$ cat config.mk
export PLATFORM = sky130hd
export DESIGN_NAME = noise_acq_ctrl
export DESIGN_NICKNAME = d
export VERILOG_FILES = /design/src/rtl/noise_acq_ctrl.sv
export SDC_FILE = /design/constraint.sdc
export NUM_CORES = 1
export LEC_CHECK = 0
export ABC_CLOCK_PERIOD_IN_PS = 5600
export CAP_MARGIN = 20
export CORE_MARGIN = 1.5
export CORE_UTILIZATION = 35
export CTS_CLUSTER_SIZE = 12
export DETAILED_ROUTE_END_ITERATION = 8
export GPL_ROUTABILITY_DRIVEN = 1
export HOLD_SLACK_MARGIN = 0.1
export PLACE_DENSITY = 0.72
export SLEW_MARGIN = 20
export SYNTH_ARGS = -nofsm -noshare
export SYNTH_HDL_FRONTEND = slang
export SYNTH_SLANG_ARGS = --single-unit
$ cat constraint.sdc
create_clock -name clkin -period 5.6 [get_ports clkin]
set_clock_uncertainty 0.05 [all_clocks]
set_input_delay 1.4 -clock clkin [delete_from_list [all_inputs] [get_ports clkin]]
set_output_delay 1.4 -clock clkin [all_outputs]
set_load 0.05 [all_outputs]
$ cat src/rtl/noise_acq_ctrl.sv
// Noise-acquisition window sequencer: settles, captures n_samp ADC samples into
// the noise buffer RAM, and otherwise serves host reads from the same RAM port.
module noise_acq_ctrl #(
  parameter int AW     = 12,
  parameter int DW     = 12,
  parameter int SETTLE = 16
) (
  input  logic          clkin,
  input  logic          rst_n,
  input  logic          start,
  input  logic          abort,
  input  logic [AW-1:0] n_samp,
  input  logic          adc_valid,
  input  logic [DW-1:0] adc_data,
  input  logic          rd_req,
  input  logic [AW-1:0] rd_addr,
  input  logic [DW-1:0] ram_rdata,
  output logic [AW-1:0] ram_addr,
  output logic [DW-1:0] ram_wdata,
  output logic          ram_we,
  output logic          ram_re,
  output logic          rd_gnt,
  output logic          rd_valid,
  output logic [DW-1:0] rd_data,
  output logic          busy,
  output logic          done
);

  localparam int SW = (SETTLE < 2) ? 1 : $clog2(SETTLE);
  localparam int SETTLE_LAST_I = (SETTLE > 0) ? SETTLE - 1 : 0;
  localparam logic [SW-1:0] SETTLE_LAST = SW'(SETTLE_LAST_I);

  typedef enum logic [1:0] {
    ST_IDLE,
    ST_SETTLE,
    ST_CAPTURE,
    ST_DONE
  } state_t;

  state_t        state_q,      state_d;
  logic [SW-1:0] settle_cnt_q, settle_cnt_d;
  logic [AW-1:0] wr_ptr_q,     wr_ptr_d;
  logic [AW-1:0] n_samp_q,     n_samp_d;
  logic [AW-1:0] ram_addr_q,   ram_addr_d;
  logic [DW-1:0] ram_wdata_q,  ram_wdata_d;
  logic          ram_we_q,     ram_we_d;
  logic          ram_re_q,     ram_re_d;
  logic          rd_gnt_q,     rd_gnt_d;
  logic          rd_pipe_q,    rd_pipe_d;
  logic          rd_valid_q,   rd_valid_d;
  logic [DW-1:0] rd_data_q,    rd_data_d;
  logic          busy_q,       busy_d;
  logic          done_q,       done_d;

  logic start_ok;

  always_comb begin
    state_d      = state_q;
    settle_cnt_d = settle_cnt_q;
    wr_ptr_d     = wr_ptr_q;
    n_samp_d     = n_samp_q;
    ram_addr_d   = ram_addr_q;
    ram_wdata_d  = ram_wdata_q;
    ram_we_d     = 1'b0;
    ram_re_d     = 1'b0;
    rd_gnt_d     = 1'b0;
    busy_d       = busy_q;
    done_d       = 1'b0;
    start_ok     = start && !abort && (state_q == ST_IDLE);

    // Read return pipe runs independently of the FSM so an in-flight read
    // still completes after a new acquisition has started.
    rd_pipe_d    = ram_re_q;
    rd_valid_d   = rd_pipe_q;
    rd_data_d    = rd_pipe_q ? ram_rdata : rd_data_q;

    case (state_q)
      ST_IDLE: begin
        if (start_ok) begin
          n_samp_d     = n_samp;
          settle_cnt_d = '0;
          wr_ptr_d     = '0;
          busy_d       = 1'b1;
          state_d      = (SETTLE == 0) ? ST_CAPTURE : ST_SETTLE;
        end else if (rd_req && !start && !rd_gnt_q) begin
          rd_gnt_d   = 1'b1;
          ram_re_d   = 1'b1;
          ram_addr_d = rd_addr;
        end
      end

      ST_SETTLE: begin
        if (adc_valid) begin
          if (settle_cnt_q == SETTLE_LAST) begin
            state_d  = ST_CAPTURE;
            wr_ptr_d = '0;
          end else begin
            settle_cnt_d = settle_cnt_q + 1'b1;
          end
        end
      end

      ST_CAPTURE: begin
        if (adc_valid) begin
          ram_we_d    = 1'b1;
          ram_addr_d  = wr_ptr_q;
          ram_wdata_d = adc_data;
          wr_ptr_d    = wr_ptr_q + 1'b1;
          // n_samp=0 wraps to all-ones here, giving a full 2**AW capture.
          if (wr_ptr_q == n_samp_q - 1'b1) begin
            state_d = ST_DONE;
          end
        end
      end

      ST_DONE: begin
        state_d = ST_IDLE;
        busy_d  = 1'b0;
        done_d  = 1'b1;
      end

      default: begin
        state_d = ST_IDLE;
        busy_d  = 1'b0;
      end
    endcase

    if (abort) begin
      state_d  = ST_IDLE;
      busy_d   = 1'b0;
      ram_we_d = 1'b0;
      done_d   = 1'b0;
    end
  end

  always_ff @(posedge clkin or negedge rst_n) begin
    if (!rst_n) begin
      state_q      <= ST_IDLE;
      settle_cnt_q <= '0;
      wr_ptr_q     <= '0;
      n_samp_q     <= '0;
      ram_addr_q   <= '0;
      ram_wdata_q  <= '0;
      ram_we_q     <= 1'b0;
      ram_re_q     <= 1'b0;
      rd_gnt_q     <= 1'b0;
      rd_pipe_q    <= 1'b0;
      rd_valid_q   <= 1'b0;
      rd_data_q    <= '0;
      busy_q       <= 1'b0;
      done_q       <= 1'b0;
    end else begin
      state_q      <= state_d;
      settle_cnt_q <= settle_cnt_d;
      wr_ptr_q     <= wr_ptr_d;
      n_samp_q     <= n_samp_d;
      ram_addr_q   <= ram_addr_d;
      ram_wdata_q  <= ram_wdata_d;
      ram_we_q     <= ram_we_d;
      ram_re_q     <= ram_re_d;
      rd_gnt_q     <= rd_gnt_d;
      rd_pipe_q    <= rd_pipe_d;
      rd_valid_q   <= rd_valid_d;
      rd_data_q    <= rd_data_d;
      busy_q       <= busy_d;
      done_q       <= done_d;
    end
  end

  assign ram_addr  = ram_addr_q;
  assign ram_wdata = ram_wdata_q;
  assign ram_we    = ram_we_q;
  assign ram_re    = ram_re_q;
  assign rd_gnt    = rd_gnt_q;
  assign rd_valid  = rd_valid_q;
  assign rd_data   = rd_data_q;
  assign busy      = busy_q;
  assign done      = done_q;

endmodule

Word level (Yosys, flattened, before mapping). Cells that the tools add are included.

Reduce and logical (&&, ||, !) cells: 19. Add/subtract/negate cells: 3. Mux-type cells: 31. Equality and inequality tests: 17.

Operator list (number): 2-to-1 mux 12 bit (7); one-hot mux 12 bit (3 select lines) (1); one-hot mux 12 bit (2 select lines) (1); != test 3 bit, second input constant (5); adder 12 x 1 -> 12 bit, second input constant (1); == test 12 bit (1); 2-to-1 mux 2 bit (6); 2-to-1 mux 4 bit (3); != test 2 bit, second input constant (6); subtractor 12 x 1 -> 12 bit, second input constant (1); 2-to-1 mux 1 bit (10); AND reduction 5 bit (2); one-hot mux 2 bit (4 select lines) (1); one-hot mux 4 bit (2 select lines) (1); AND reduction 4 bit (2); AND reduction 2 bit (3); nonzero test 3 bit (2); adder 4 x 1 -> 4 bit, second input constant (1); == test 2 bit, second input constant (2); == test 4 bit, second input constant (1); logical AND 1 bit (4); nonzero test 2 bit (2); logical NOT 1 bit (3); == test 2 x 1 -> 1 bit, second input constant (1); 3 further kinds (3).

Flip-flop bits (word level): 72.

Depth between registers and ports, before layout.
Word-level depth: 6. Gate-level depth with buffers: 10. Depth with buffers taken out: 8.

Worst setup path before layout. No wires, ideal clock.

Kind: input to register. From: input port abort. To: register wr_ptr_q[5]. Slack: 2.799 ns. Path buffers: 0. Stages on the path: 6. Data arrival time: 2.685 ns. Setup time: 0.067 ns. Path through: nand2b_4 a221oi_4 o311ai_2 or2_0 o31ai_1 a22o_1.

Longest elaborated chain between the ends: 5.

Ends and longest elaborated chain: start, declared (RTL line 11) `input logic abort,`; logical NOT 1 bit (RTL line 69) `start_ok = start && !abort && (state_q == ST_IDLE);`; logical AND 1 bit (2 in a row) (RTL line 69); != test 2 bit (no line); AND reduction 5 bit (no line); end signal, assigned (RTL line 155) `wr_ptr_q <= wr_ptr_d;`; end, declared (RTL line 42) `logic [AW-1:0] wr_ptr_q, wr_ptr_d;`.

Every way passes these cells. A chain may end at the register's enable or synchronous reset.

Worst setup path after layout.
From: input port abort. To: register wr_ptr_q[9].

Same word-level chain as after synthesis.

==> qor.csv <==
stage;metric;value;unit
status;outcome;completed;
detailed_routing;Vias;2751;
cts;TritonCTS buffer count;9;
floorplan;Core Area;0.0102;mm^2
finish;Layout Cells excl Fill;559;
critical_path;Critical Path AT;3490;ps
synth;number of synthesized register bits;72;
power;Power Density;557;mW/mm^2
placement;post-DP HPWL;5770;um
sta;fmax;301;MHz
cts;Clock transition at path regs;80;ps
synth;most frequent cells after synthesis;dfrtp_1 (72), mux2_2 (36), o21ai_0 (27);
sta;Final Cycle Share;59.3;%
sta;Worst Slack Setup Final;2280;ps
finish;Multi-input gate area;0.00174;mm^2
synth;Synth cell types;52;
cts;CTS hold repair buffers;0;
placement;Port Buffers;95;
detailed_routing;drt drc;0;
synth;Post-Synthesis Cell Area;0.00366;mm^2
critical_path;R2R Path Start;state_q[0];
floorplan;Die X;105;um
global_routing;vias in the first global route;2924;
sta;unrepaired setup endpoints after global routing;no;
power;Clock power frac;16.6;%
synth;Syn Area/Cell;11.1;um^2
power;Psw;1.22;mW
worst_hold_path;min-delay worst type;register to register;
synth;Syn. warnings;0;
finish;share of post-route cells with drive strength above 1;15.6;%
sta;endpoints failing setup;0;
finish;Filler cells;950;
synth;largest cells by area after synthesis;dfrtp_1 (49%), mux2_2 (11%), mux2i_1 (4.4%);
cts;CTS tree;built;
critical_path;element type at the critical path end;register;
floorplan;# rows;37;
power;Net Sw Frac;44.5;%
power;internal power;1.53;mW
cts;Clock Path Buffers;2;
synth;Post-synth ARST share;100;%
placement;routability cong.;0.814;
cts;worst-skew pair later-pin latency;340;ps
sta;min Tclk post-route;3320;ps
worst_hold_path;WHS Path Cells;0;
cts;post_cts resized;0;
global_routing;largest net degree at the start of global routing;73;
power;Pleak;2.01;nW
floorplan;die height;105;um
detailed_routing;Antenna Nets Post-Route;0;
detailed_routing;initial detailed-routing violation count;113;
finish;FF/Latch Area;0.00180;mm^2
power;Total Power;2.75;mW
synth;prevailing post-synth register cell;dfrtp_1;
synth;Synth Instances;330;
critical_path;Critical R2R Capture;ram_wdata[1];
sta;Final Hold Fails;0;
run;max-cap violations;0;
global_routing;grt total ovfl;0;
critical_path;CP max FO;18;
synth;most frequent cell after synthesis;dfrtp_1;
sta;Slew Limit Fails;0;
detailed_routing;Via-to-Cell Ratio;4.92;
critical_path;required time of the critical path;5770;ps
power;sequential power share;31.9;%
worst_hold_path;WHS Endpoint;rd_pipe_q;
power;VDD IR-drop max;0.274;mV
cts;Post-CTS Setup Inserts;0;
finish;Final Instance Area;0.00493;mm^2
power;Gate power share;51.5;%
synth;post-synth top area share;49.2;%
placement;DP Worst Slack;1800;ps
sta;slew margin rel.;26.7;%
worst_hold_path;hold path start;rd_gnt;
sta;Least-Margin Pin Slew;1100;ps
finish;Final nets;480;
cts;htree depth;3;
synth;Post-synth EDFFs;0;
synth;largest area contributor in the netlist;dfrtp_1;
floorplan;initial core utilization;35.8;%
floorplan;die area;0.0111;mm^2
detailed_routing;TritonRoute pass-1 iters;4;
finish;area delta synth->final;34.7;%
critical_path;Setup CP Type;input pin to register;
sta;Min Hold Slack;395;ps
synth;syn nets;392;
floorplan;IO Pins;96;
global_routing;initial antenna violation count;0;
global_routing;Total Routing Usage GR;15.5;%
detailed_routing;per-cell routed wire length;14.3;um
placement;dpl cells;543;
finish;Core Util, Final;48.2;%
cts;CTS sink cnt;72;
synth;sequential area share after synthesis;49.2;%
sta;setup_tns;0;ps
global_routing;first-pass GRT wire length;13900;um
detailed_routing;final wirelength;7980;um
critical_path;Reg2Reg Setup Slack;2890;ps
critical_path;worst r2r path cells;4;
placement;placed inst area;0.00470;mm^2
finish;number of diodes;0;
cts;root buffer cell;clkbuf_8;
critical_path;critical path launch point type;input pin;
==> metal layers <==
metal | up-vias | routed length, um | track usage [%]
li1 | 1336 | - | -
met1 | 1327 | 3390 | 19.1
met2 | 78 | 3980 | 25.8
met3 | 10 | 527 | 4.58
met4 | 0 | 86 | 5.58
met5 | - | 0 | 0
==> worst max-delay path by stage <==
| stage | slack (ps) | from | end |
|---|---|---|---|
| after floorplan | 2800 | abort | wr_ptr_q[5] |
| after global placement | 1930 | abort | wr_ptr_q[5] |
| after detailed placement | 1800 | abort | wr_ptr_q[9] |
| after CTS | 2170 | abort | wr_ptr_q[9] |
| after global routing | 2140 | abort | wr_ptr_q[8] |
| final | 2280 | abort | wr_ptr_q[9] |
==> critical path: stages <==
cell and delay, ps:
clkdlybuf4s50_1 530, nand2b_4 210, a221oi_4 370, o311ai_4 300
nor4_1 450, xnor2_1 170, nor2_1 60
==> registers in the layout, indices dropped and copies added (netlist names), 2 cells and up <==
signal	count
n_samp_q	12
ram_addr	12
ram_wdata	12
rd_data	12
settle_cnt_q	4
state_q	2
wr_ptr_q	12
==> kinds of logic (layout without fill, tap and decap cells) <==
| group | Yosys count | after routing | share of synthesized area, % |
|---|---|---|---|
| XOR/XNOR | 17 | 17 | 4.07 |
| multiplexers | 52 | 52 | 15.4 |
| AND/OR/NAND/NOR | 96 | 96 | 14.6 |
| AO/OA/AOI/OAI | 55 | 55 | 10.5 |
| flip-flops | 72 | 72 | 49.2 |
| buffers and inverters | 30 | 123 | 3.52 |
| adder cells (fa/ha/maj) | 8 | 8 | 2.73 |
==> power groups by stage <==
stage,clock [mW],combinational [mW],sequential (mW)
after floorplan,0,0.548,1.32
final,0.457,1.41,0.877
after detailed placement,0,1.41,0.890
after CTS,0.474,1.42,0.879
after global routing,0.495,1.52,0.910
after global placement,0,1.38,0.880
==> final cells by class <==
cell class / instances / area share [%]
Multi-Input combinational cell: 228 / 35.3
Tap cell: 136 / 3.45
Sequential cell: 72 / 36.5
Clock buffer: 11 / 2.87
Clock inverter: 5 / 1.62
Timing Repair Buffer: 96 / 19.4
Inverter: 11 / 0.837
==> cell usage in the layout, fill, tap and decap left out, drive strengths merged, types with 3 or more instances in the layout <==
cell,synthesis,final
clkdlybuf4s50,0,94
ha,8,8
a21oi,5,5
a21o,3,3
nor4,7,7
nand2b,7,7
nor4b,3,3
xor2,5,5
nand3,8,8
nand4,3,3
mux2,36,36
clkbuf,8,11
or2,3,3
nor2b,4,4
inv,11,11
dfrtp,72,72
xnor2,12,12
nor2,22,22
o21ai,27,27
a31oi,3,3
mux2i,16,16
nor3,5,5
nand2,26,26
(Power assumes the default switching activity.)
